### config.mk
export PLATFORM = sky130hd
export DESIGN_NAME = uart_tx_rx
export DESIGN_NICKNAME = d
export VERILOG_FILES = /design/src/rtl/uart_tx_rx.sv
export SDC_FILE = /design/constraint.sdc
export NUM_CORES = 1
export LEC_CHECK = 0
export BUFFER_PORTS_ARGS = -buffer_cell sky130_fd_sc_hd__buf_2
export CAP_MARGIN = 20
export CORE_AREA = 2 2 75 77
export DETAILED_ROUTE_END_ITERATION = 10
export DIE_AREA = 0 0 77 79
export PLACE_DENSITY = 0.75
export REMOVE_ABC_BUFFERS = 1
export SETUP_SLACK_MARGIN = 0.5
export SLEW_MARGIN = 20
export SYNTH_ARGS = -nofsm -noshare
export SYNTH_HDL_FRONTEND = slang
export SYNTH_SLANG_ARGS = --single-unit
### constraint.sdc
create_clock -name clk_50M -period 2 [get_ports clk_50M]
set_input_delay 0.2 -clock clk_50M [delete_from_list [all_inputs] [get_ports clk_50M]]
set_output_delay 0.2 -clock clk_50M [all_outputs]
set_load 0.01 [all_outputs]
### src/rtl/uart_tx_rx.sv
// 8N1 UART transmitter and receiver sharing one clock; the two halves run independently.
// TX outputs are registered; RX samples mid-bit after a 2-flop synchronizer.
module uart_tx_rx #(
  parameter int CLKS_PER_BIT = 434
) (
  input  logic       clk_50M,
  input  logic       rst_n,
  input  logic [7:0] i_data_byte,
  input  logic       i_data_avail,
  output logic       o_Tx,
  output logic       o_busy,
  output logic       o_done,
  input  logic       i_Rx,
  output logic [7:0] o_data_byte,
  output logic       o_data_avail
);

  localparam int CW = $clog2(CLKS_PER_BIT + 1);
  localparam logic [CW-1:0] LAST = CW'(CLKS_PER_BIT - 1);
  localparam logic [CW-1:0] HALF = CW'((CLKS_PER_BIT - 1) / 2);

  // ---------------- transmitter ----------------
  typedef enum logic [2:0] {TX_IDLE, TX_START, TX_DATA, TX_STOP, TX_DONE} tx_state_t;

  tx_state_t     tx_state, tx_state_n;
  logic [CW-1:0] tx_cnt, tx_cnt_n;
  logic [2:0]    tx_idx, tx_idx_n;
  logic [7:0]    tx_data, tx_data_n;
  logic          tx_n, busy_n, done_n;

  always_ff @(posedge clk_50M or negedge rst_n) begin
    if (!rst_n) begin
      tx_state <= TX_IDLE;
      tx_cnt   <= '0;
      tx_idx   <= '0;
      tx_data  <= '0;
      o_Tx     <= 1'b1;
      o_busy   <= 1'b0;
      o_done   <= 1'b0;
    end else begin
      tx_state <= tx_state_n;
      tx_cnt   <= tx_cnt_n;
      tx_idx   <= tx_idx_n;
      tx_data  <= tx_data_n;
      o_Tx     <= tx_n;
      o_busy   <= busy_n;
      o_done   <= done_n;
    end
  end

  always_comb begin
    tx_state_n = tx_state;
    tx_cnt_n   = tx_cnt;
    tx_idx_n   = tx_idx;
    tx_data_n  = tx_data;
    tx_n       = o_Tx;
    busy_n     = o_busy;
    done_n     = 1'b0;
    case (tx_state)
      TX_IDLE: begin
        tx_n = 1'b1;
        if (i_data_avail) begin
          tx_data_n  = i_data_byte;
          tx_state_n = TX_START;
          tx_cnt_n   = '0;
          tx_idx_n   = '0;
          tx_n       = 1'b0;
          busy_n     = 1'b1;
        end
      end
      TX_START: begin
        if (tx_cnt == LAST) begin
          tx_cnt_n   = '0;
          tx_state_n = TX_DATA;
          tx_n       = tx_data[0];
        end else tx_cnt_n = tx_cnt + 1'b1;
      end
      TX_DATA: begin
        if (tx_cnt == LAST) begin
          tx_cnt_n = '0;
          if (tx_idx == 3'd7) begin
            tx_idx_n   = '0;
            tx_state_n = TX_STOP;
            tx_n       = 1'b1;
          end else begin
            tx_idx_n = tx_idx + 3'd1;
            tx_n     = tx_data[tx_idx + 3'd1];
          end
        end else tx_cnt_n = tx_cnt + 1'b1;
      end
      TX_STOP: begin
        // o_done rises together with the fall of o_busy
        if (tx_cnt == LAST) begin
          tx_cnt_n   = '0;
          tx_state_n = TX_DONE;
          done_n     = 1'b1;
          busy_n     = 1'b0;
        end else tx_cnt_n = tx_cnt + 1'b1;
      end
      TX_DONE:  tx_state_n = TX_IDLE;
      default:  tx_state_n = TX_IDLE;
    endcase
  end

  // ---------------- receiver ----------------
  typedef enum logic [2:0] {RX_IDLE, RX_START, RX_DATA, RX_STOP, RX_CLEANUP} rx_state_t;

  rx_state_t     rx_state, rx_state_n;
  logic [1:0]    rx_sync;
  logic          rx_s;
  logic [CW-1:0] rx_cnt, rx_cnt_n;
  logic [2:0]    rx_idx, rx_idx_n;
  logic [7:0]    rx_shift, rx_shift_n, byte_n;
  logic          avail_n;

  assign rx_s = rx_sync[1];

  always_ff @(posedge clk_50M or negedge rst_n) begin
    if (!rst_n) begin
      rx_sync      <= 2'b11;
      rx_state     <= RX_IDLE;
      rx_cnt       <= '0;
      rx_idx       <= '0;
      rx_shift     <= '0;
      o_data_byte  <= '0;
      o_data_avail <= 1'b0;
    end else begin
      rx_sync      <= {rx_sync[0], i_Rx};
      rx_state     <= rx_state_n;
      rx_cnt       <= rx_cnt_n;
      rx_idx       <= rx_idx_n;
      rx_shift     <= rx_shift_n;
      o_data_byte  <= byte_n;
      o_data_avail <= avail_n;
    end
  end

  always_comb begin
    rx_state_n = rx_state;
    rx_cnt_n   = rx_cnt;
    rx_idx_n   = rx_idx;
    rx_shift_n = rx_shift;
    byte_n     = o_data_byte;
    avail_n    = 1'b0;
    case (rx_state)
      RX_IDLE: begin
        rx_cnt_n = '0;
        rx_idx_n = '0;
        if (!rx_s) rx_state_n = RX_START;
      end
      RX_START: begin
        // re-check at the middle of the start bit to reject glitches
        if (rx_cnt == HALF) begin
          rx_cnt_n   = '0;
          rx_state_n = rx_s ? RX_IDLE : RX_DATA;
        end else rx_cnt_n = rx_cnt + 1'b1;
      end
      RX_DATA: begin
        if (rx_cnt == LAST) begin
          rx_cnt_n           = '0;
          rx_shift_n[rx_idx] = rx_s;
          if (rx_idx == 3'd7) begin
            rx_idx_n   = '0;
            rx_state_n = RX_STOP;
          end else rx_idx_n = rx_idx + 3'd1;
        end else rx_cnt_n = rx_cnt + 1'b1;
      end
      RX_STOP: begin
        if (rx_cnt == LAST) begin
          rx_cnt_n   = '0;
          rx_state_n = RX_CLEANUP;
          if (rx_s) begin
            byte_n  = rx_shift;
            avail_n = 1'b1;
          end
        end else rx_cnt_n = rx_cnt + 1'b1;
      end
      RX_CLEANUP: rx_state_n = RX_IDLE;
      default:    rx_state_n = RX_IDLE;
    endcase
  end

endmodule

==> results.json, run 1 <==
{
  "place_congestion": 0.834,
  "synth_top_area_share_pct": 46.1,
  "antenna_found_initial": 0,
  "antenna_cells": 0,
  "synth_area_um2": 3090,
  "async_flop_share_pct": 100,
  "power_density_nw_per_um2": 592,
  "skew_ps": 10.1,
  "clockBufferDepth": 2,
  "hold_slack_ps": 38.8,
  "fp-row-count": 27,
  "synth_largest_area_cell": "dfrtp_1",
  "p_leak_nw": 1.91,
  "synth_edf_count": 0,
  "portBuffers": 23,
  "grt_max_degree": 38,
  "reg2regPathDepth": 5,
  "max-cap-violations": 0,
  "synth_cells": 319,
  "slew_headroom_pct": 62.7,
  "hold_viol": 0,
  "yosys_most_used_dff": "dfrtp_1",
  "fin_nets": 401,
  "crit_type": "flop to flop",
  "seqPwrFrac_pct": 51.5,
  "dp_hpwl_um": 3940,
  "fin_crit_ps": 1840,
  "status": "finished, final reports clean",
  "area_growth_pct": 30.8,
  "worst_slew_pin_slew_ps": 560,
  "path_clk_slew_ps": 70,
  "die-area_um2": 6080,
  "fin_tns_setup_ps": 0,
  "seq_area_frac_synth_pct": 48.7,
  "vdd_drop_max_mv": 0.409,
  "critPathArrivalTime_ps": 2060,
  "cts_num_sinks": 60,
  "wire_per_inst_um": 14.9,
  "clock.fmax_ghz": 0.544,
  "whs_path_depth": 3,
  "setup_viol": 0,
  "finalNonFillerCells": 457,
  "dp_cells": 413,
  "cts_root_buf": "clkbuf_8",
  "final_max_slew_viol_count": 0,
  "drt_pass1_iterations": 4,
  "synth_area_leaders": "dfrtp_1 46%, nand2_1 8.7%, ha_1 3.6%, mux2_2 2.9%, nor2_1 2.8%",
  "yosys_warnings": 0,
  "viasPerCell": 5.54,
  "pwr-share-clk_pct": 46.0,
  "drt-initial-drc-count": 171,
  "core_um2": 5340,
  "cts_tree": "built",
  "grt.total_usage_pct": 23.5,
  "critPathMaxFanout": 4,
  "insertion_delay_ps": 350,
  "p_comb_share_pct": 2.4,
  "drive_above_1_share_pct": 39.0,
  "syn_avg_cell_area_um2": 9.69,
  "ys_seq_elements": 60,
  "period_share_pct": 91.9,
  "grt_remaining_overflow": 0,
  "ioPinCount": 24,
  "synth_cell_types": 57,
  "first_global_vias": 2495,
  "die_w_um": 77,
  "drc": 0,
  "rsz0062_at_grt": "yes",
  "intPower_mw": 1.89,
  "ctsHtreeMaxLevel": 3,
  "die_y_um": 79,
  "cts_made_buffers": 9,
  "swShare_pct": 21.0,
  "cp-start-kind": "flop",
  "drt-total-wl_um": 6810,
  "drt.antenna.violating_nets": 0,
  "grt_pass1_wl_um": 11100,
  "p_sw_mw": 0.504,
  "hold_path.class": "input pin to flop",
  "power_mw": 2.40,
  "cp_data_required_time_ps": 2220,
  "cp-end-kind": "flop",
  "num_vias": 2534,
  "initial_core_util_pct": 57.9
}
placed cells by master (no fill, tap or decap), types with 4 or more instances in the layout:
| cell | instances |
|---|---|
| xnor2_1 | 5 |
| dfrtp_1 | 50 |
| nand2_2 | 9 |
| and3_1 | 7 |
| a21o_1 | 5 |
| buf_6 | 8 |
| o21ai_0 | 7 |
| ha_1 | 5 |
| a21oi_1 | 9 |
| buf_4 | 30 |
| mux2_2 | 5 |
| nor4bb_2 | 4 |
| buf_2 | 23 |
| nor3_2 | 4 |
| nand3_1 | 14 |
| clkbuf_8 | 11 |
| nand2_1 | 62 |
| nor2_1 | 22 |
| dfrtp_2 | 7 |
| o21ai_1 | 5 |
synth_stat cells, types with 2 or more instances:
cell,number
nand4b_1,2
a21o_1,5
nor2b_1,4
nor3b_1,3
dfrtp_1,57
ha_1,9
xnor2_1,5
inv_1,5
and3_1,7
a31oi_1,3
o21ai_0,11
o21bai_1,2
dfstp_2,3
xor2_1,3
o21ai_1,2
or3_1,3
mux2_2,8
and4_1,5
clkbuf_1,8
nand2_1,72
nand3b_1,3
nor4bb_1,5
nand3_1,16
o31ai_1,3
nor3_1,6
mux2i_1,2
a21oi_1,11
nor2_1,23
buf_2,5
path summary, 6_finish.rpt:
| path | slack, ps | start | end |
|---|---|---|---|
| max in group asynchronous | 960 | rst_n | o_Tx |
| min in group asynchronous | 380 | rst_n | rx_shift[3] |
| setup / recovery | 160 | rx_cnt[3] | rx_shift[6] |
| hold / removal | 40 | i_data_byte[6] | tx_data[6] |
| setup reg to reg | 160 | rx_cnt[3] | rx_shift[6] |
| hold reg to reg | 370 | rx_sync[0] | rx_sync[1] |
power by group through the flow:
stage               sequential (mW)  combinational, mW  clock, mW
finish                         1.23             0.0579       1.10
global route                   1.24             0.0674       1.17
CTS                            1.23             0.0605       1.13
detailed placement             1.26             0.0564          0
global placement               1.26             0.0554          0
floorplan                      1.25             0.0136          0
routing by layer:
layer	up-vias	wire [um]	global-route usage [%]
met5	-	0	0
li1	1244	-	-
met2	42	3330	39.3
met3	13	223	6.36
met4	0	144	10.2
met1	1235	3120	28.9
worst max-delay path, stage by stage (launching register included):
cell	delay [ps]
dfrtp_2	450
nor2b_2	140
and4_4	250
nand4b_1	260
nor2_1	260
mux2_2	370
registers in the layout, summed over array words and instances, names as in the netlist, 8 cells and up:
register / flops
rx_shift: 8
rx_cnt: 9
tx_data: 8
tx_cnt: 9
o_data_byte: 8
layout make-up:
| class | count | area, um^2 |
|---|---|---|
| Timing Repair Buffer | 64 | 470 |
| Clock inverter | 2 | 35.0 |
| Clock buffer | 14 | 163 |
| Sequential cell | 60 | 1510 |
| Inverter | 5 | 18.8 |
| Fill cell | 372 | 1290 |
| Tap cell | 72 | 90.1 |
| Multi-Input combinational cell | 240 | 1750 |
stage by stage:
step	util (%)	instance area [um^2]	setup slack, ps
global route	75.8	4040	96.6
floorplan	-	3020	-204
CTS	73.6	3930	281
detailed placement	62.8	3350	110
global placement	62.8	3350	169
finish	75.8	4040	161
logic make-up after synthesis:
| logic type | Yosys count | synth area share (%) |
|---|---|---|
| simple gates | 162 | 27.4 |
| xor+xnor | 8 | 2.27 |
| fa+ha+maj | 10 | 4.01 |
| buf+inv | 20 | 2.91 |
| mux | 11 | 4.29 |
| compound gates | 48 | 10.4 |
| flops | 60 | 48.7 |
what timing repair did:
action	in CTS	in global routing
hold endpoints to repair	24	0
gates cloned	1	0
buffers inserted	23	2
pin swaps	22	14
hold buffers	2	0
endpoints found under the setup margin	54	53
gates resized for setup	47	31
Power figures use the tool's default switching activity.
==> run 2, diff against run 1 <==
Settings changed: SETUP_SLACK_MARGIN 0.5 to default.
==> run 2 against run 1 <==
Hold slack better by 8.4 ps. Register-to-register slack worse by 40 ps. Count of clock-buffer cells in the layout stayed put. Sequential share of layout area is 4.7 points higher. Clock skew is 3.0 ps lower. Critical path depth is 2 higher. First-iteration DRC count is 35% lower.
==> results.json, run 2 (same netlist as run 1, synthesis figures left out) <==
{
  "worst_slew_pin_slew_ps": 558,
  "cts_root_buf": "clkbuf_8",
  "die_w_um": 77,
  "core_um2": 5340,
  "r2r_end": "o_Tx",
  "final_cell_mix": "72 x nand2_1, 57 x dfrtp_1, 23 x nor2_1, 23 x buf_2, 16 x nand3_1",
  "cp_data_required_time_ps": 2270,
  "path_clk_slew_ps": 60,
  "setup_viol": 0,
  "clock.fmax_ghz": 0.532,
  "ioPinCount": 24,
  "p_sw_mw": 0.490,
  "final_common_cell": "nand2_1",
  "hold_viol": 0,
  "die_y_um": 79,
  "cts_num_sinks": 60,
  "num_vias": 2342,
  "slew_headroom_pct": 62.8,
  "hold_path.class": "input pin to flop",
  "drive_above_1_share_pct": 20.6,
  "p_leak_nw": 1.73,
  "wire_per_inst_um": 13.2,
  "period_share_pct": 94.0,
  "skew_ps": 7.09,
  "initial_core_util_pct": 57.9,
  "dpl-instance-area_um2": 3350,
  "cts_made_buffers": 9,
  "clockBufferDepth": 2,
  "portBuffers": 23,
  "max-cap-violations": 0,
  "fp-row-count": 27,
  "fin_crit_ps": 1880,
  "grt_max_degree": 38,
  "swShare_pct": 20.6,
  "whs_path_depth": 3,
  "drt.antenna.violating_nets": 0,
  "reg_top3": "rx_cnt x9, tx_cnt x9",
  "grt_pass1_wl_um": 9980,
  "area_growth_pct": 15.5,
  "vdd_drop_max_mv": 0.407,
  "place_congestion": 0.834,
  "pwr-share-clk_pct": 45.8,
  "drt_pass1_iterations": 4,
  "regToRegStartpoint": "tx_cnt[1]",
  "reg2regPathDepth": 7,
  "status": "finished, final reports clean",
  "fin_tns_setup_ps": 0,
  "dp_hpwl_um": 3940,
  "final_area_um2": 3570,
  "final_max_slew_viol_count": 0,
  "ctsHtreeMaxLevel": 3,
  "cp-end-kind": "flop",
  "crit_type": "flop to flop",
  "first_global_vias": 2257,
  "critPathMaxFanout": 5,
  "hp-start": "i_data_byte[6]",
  "drt-initial-drc-count": 111,
  "viasPerCell": 5.43,
  "rsz0062_at_grt": "no",
  "startpoint": "tx_cnt[1]",
  "antenna_found_initial": 0,
  "grt.total_usage_pct": 21.1,
  "r2r_setup_slack_ps": 120,
  "drc": 0,
  "cts_tree": "built",
  "critPathArrivalTime_ps": 2140,
  "seqPwrFrac_pct": 51.8,
  "antenna_cells": 0,
  "fin_nets": 375,
  "p_comb_share_pct": 2.4,
  "holdPathEnd": "tx_data[6]",
  "intPower_mw": 1.89,
  "cp-start-kind": "flop",
  "drt-total-wl_um": 5700,
  "grt_remaining_overflow": 0,
  "power_density_nw_per_um2": 667,
  "die-area_um2": 6080,
  "insertion_delay_ps": 340
}
==> run 2: final cells by class <==
cell class / instances / area, um^2
clock inverter: 2 / 35.0
sequential: 60 / 1510
tap: 72 / 90.1
timing repair buffer: 39 / 253
multi-input combinational: 239 / 1510
fill: 462 / 1770
inverter: 5 / 18.8
clock buffer: 14 / 163
==> run 2: metal layers <==
layer | GRT usage, % | vias to the layer above | wire (um) | part of all wire (%)
met5 | 0 | - | 0 | 0
met2 | 33.5 | 32 | 2610 | 46
met4 | 9.82 | 0 | 85 | 1.5
met3 | 6.36 | 8 | 197 | 3.5
li1 | - | 1192 | - | -
met1 | 26.6 | 1110 | 2810 | 49
==> run 2: how the worst max path moves through the flow <==
stage | end | depth (start not counted) | slack [ps]
after floorplan | tx_cnt[2] | 4 | -200
after global placement | o_Tx | 7 | 170
after detailed placement | o_Tx | 7 | 110
after CTS | o_Tx | 7 | 90
after global routing | o_Tx | 6 | 3
final | o_Tx | 7 | 120
==> run 2: power groups by stage <==
| stage | Combinational (mW) | Clock [mW] | Sequential (mW) |
|---|---|---|---|
| CTS | 0.0594 | 1.13 | 1.23 |
| finish | 0.0564 | 1.09 | 1.23 |
| global route | 0.0662 | 1.17 | 1.23 |
| global placement | 0.0554 | 0 | 1.26 |
| floorplan | 0.0136 | 0 | 1.25 |
| detailed placement | 0.0564 | 0 | 1.26 |
==> run 2: repair_timing <==
item	CTS	global route
endpoints found under the hold margin	24	0
endpoints found under the setup margin	0	1
hold buffers	2	0
resized for setup	0	1
setup buffers	0	0
==> run 2: through the flow <==
step	total power, mW	hold slack, ps	util (%)	setup slack [ps]	cells
finish	2.38	47.2	66.9	120	431
global route	2.47	40.2	66.9	2.55	431
CTS	2.42	30.4	66.8	88.1	431
detailed placement	1.31	233	62.8	110	413
global placement	1.31	230	62.8	169	413
floorplan	1.27	-95.6	-	-204	304
==> run 2: critical path, stage by stage, from the launching register on <==
cell       delay, ps
dfrtp_1          420
inv_1             80
ha_2             200
nand4bb_4        130
or3_4            420
maj3_2           330
o21ai_1          140
o31ai_2           80
==> run 3, diff against run 2 <==
Settings changed: CORE_AREA 2 2 75 77 to 2 2 86 88, DIE_AREA 0 0 77 79 to 0 0 88 90, PLACE_DENSITY 0.75 to 0.59.
Clock period 2 ns to 2.2 ns, I/O delays scaled along.
==> run 3 against run 2 <==
Core utilization fell by 16 points. Sequential cell count unchanged. Wire length is 6.9% higher. Final cell count is 5.8% higher. Critical path type unchanged. Critical endpoint unchanged.
==> results.json, run 3 (same netlist as run 1, synthesis figures left out) <==
{
  "pwr-share-clk_pct": 48.1,
  "swShare_pct": 20.6,
  "skew_ps": 7.37,
  "post-cts-setup-buffers": 0,
  "ctsHtreeMaxLevel": 3,
  "r2r_setup_slack_ps": 260,
  "fin_nets": 373,
  "crit_family": "compound AO/OA/AOI/OAI gates",
  "wire_per_inst_um": 13.4,
  "critPathMaxFanout": 6,
  "antenna_cells": 0,
  "cts_root_buf": "clkbuf_8",
  "regToRegStartpoint": "tx_idx[0]",
  "power_density_nw_per_um2": 630,
  "portBuffers": 23,
  "first_global_vias": 2315,
  "dp_hpwl_um": 4350,
  "final_max_slew_viol_count": 0,
  "cts_num_sinks": 60,
  "drt-initial-drc-count": 127,
  "ioPinCount": 24,
  "reg2regPathDepth": 5,
  "reg_top3": "rx_cnt x9, tx_cnt x9",
  "rsz0062_at_grt": "no",
  "grt_remaining_overflow": 0,
  "cts_tree": "built",
  "status": "finished, final reports clean",
  "die_y_um": 90,
  "met3_usage_pct": 3.49,
  "crit_type": "flop to flop",
  "insertion_delay_ps": 330,
  "power_mw": 2.26,
  "p_leak_nw": 1.73,
  "final_common_cell": "nand2_1",
  "drc": 0,
  "finalNonFillerCells": 456,
  "die-area_um2": 7920,
  "critPathArrivalTime_ps": 2190,
  "fin_crit_ps": 1940,
  "slew_headroom_pct": 58.8,
  "core_um2": 7020,
  "crit_buf_inv": 0,
  "drt-total-wl_um": 6090,
  "worst_slew_pin_slew_ps": 616,
  "hp-start": "i_data_byte[5]",
  "path_cells": "ha_1, mux4_2, a2111o_1, a31oi_1, o31ai_2",
  "r2r_end": "o_Tx",
  "fin_tns_setup_ps": 0,
  "place_congestion": 0.814,
  "intPower_mw": 1.80,
  "die_w_um": 88,
  "p_sw_mw": 0.467,
  "seqPwrFrac_pct": 49.6,
  "hold_path.class": "input pin to flop",
  "antenna_found_initial": 0,
  "final_cell_mix": "72 x nand2_1, 57 x dfrtp_1, 23 x nor2_1, 23 x buf_2, 16 x nand3_1",
  "hold_viol": 0,
  "vdd_drop_max_mv": 0.299,
  "grt_pass1_wl_um": 10800,
  "num_vias": 2315,
  "grtUsageMet1_pct": 24.8,
  "met2_usage_pct": 25.3,
  "grt.total_usage_pct": 17.2,
  "cts_made_buffers": 9,
  "clockBufferDepth": 2,
  "cp-start-kind": "flop",
  "whs_path_depth": 3,
  "period_share_pct": 88.0,
  "critPathSlowestCell": "dfrtp_1",
  "top_usage_layer": "met2",
  "dp_cells": 438,
  "drt_pass1_iterations": 4,
  "cp-end-kind": "flop",
  "p_comb_share_pct": 2.3,
  "clock.fmax_ghz": 0.517,
  "crit_path_max_incr_delay_ps": 470,
  "drive_above_1_share_pct": 20.4,
  "drt.antenna.violating_nets": 0,
  "final_area_um2": 3590,
  "viasPerCell": 5.08,
  "dpl-instance-area_um2": 3360,
  "path_clk_slew_ps": 70,
  "area_growth_pct": 16.2,
  "cp_data_required_time_ps": 2460,
  "max-cap-violations": 0,
  "holdPathEnd": "tx_data[5]",
  "fp-row-count": 31,
  "initial_core_util_pct": 44.0,
  "setup_viol": 0,
  "grt_max_degree": 25
}
## run 3: routing by layer
metal | vias up | routed length [um]
met1 | 1086 | 3130
met3 | 8 | 194
met5 | - | 0
met2 | 37 | 2660
met4 | 0 | 109
li1 | 1184 | -
## run 3: what timing repair did
action,in CTS,in global routing
gates resized for setup,0,0
hold buffers,2,0
hold endpoints to repair,21,0
endpoints found under the setup margin,0,0
## run 3: how the worst max path moves through the flow
stage / endpoint / slack (ps) / cells after the start / start
global route: o_Tx / 100 / 5 / tx_idx[0]
CTS: o_Tx / 260 / 5 / tx_idx[0]
floorplan: tx_cnt[2] / -4 / 4 / tx_state[1]
global placement: o_Tx / 340 / 5 / tx_idx[0]
finish: o_Tx / 260 / 5 / tx_idx[0]
detailed placement: o_Tx / 270 / 5 / tx_idx[0]
## run 3: power by group through the flow
stage	Sequential [mW]	Combinational [mW]	Clock, mW
after floorplan	1.14	0.0124	0
after global placement	1.14	0.0500	0
after detailed placement	1.14	0.0522	0
after CTS	1.12	0.0547	1.11
after global routing	1.12	0.0615	1.17
final	1.12	0.0516	1.09
## run 3: metrics by stage
step | hold WS [ps] | utilization [%] | setup WS [ps]
detailed placement | 247 | 47.8 | 273
global route | 80.5 | 51.2 | 101
finish | 78.1 | 51.2 | 264
CTS | 70.3 | 51.2 | 259
global placement | 233 | 47.8 | 343
floorplan | -75.6 | - | -4.46
## run 3: layout make-up
type                    count  area, um^2
flip-flops and latches     60        1510
fillers                   676        3430
clock buffers              11         141
repair buffers             37         225
multi-input cells         239        1500
well taps                  99         124
inverters                   5        18.8
clock inverters             5        75.1
## run 3: worst register-to-register path, delay by kind of cell, from the launching register on
kind | cells | cell delay (ps)
mux | 1 | 300
compound gates | 3 | 720
flops | 1 | 470
fa+ha+maj | 1 | 370
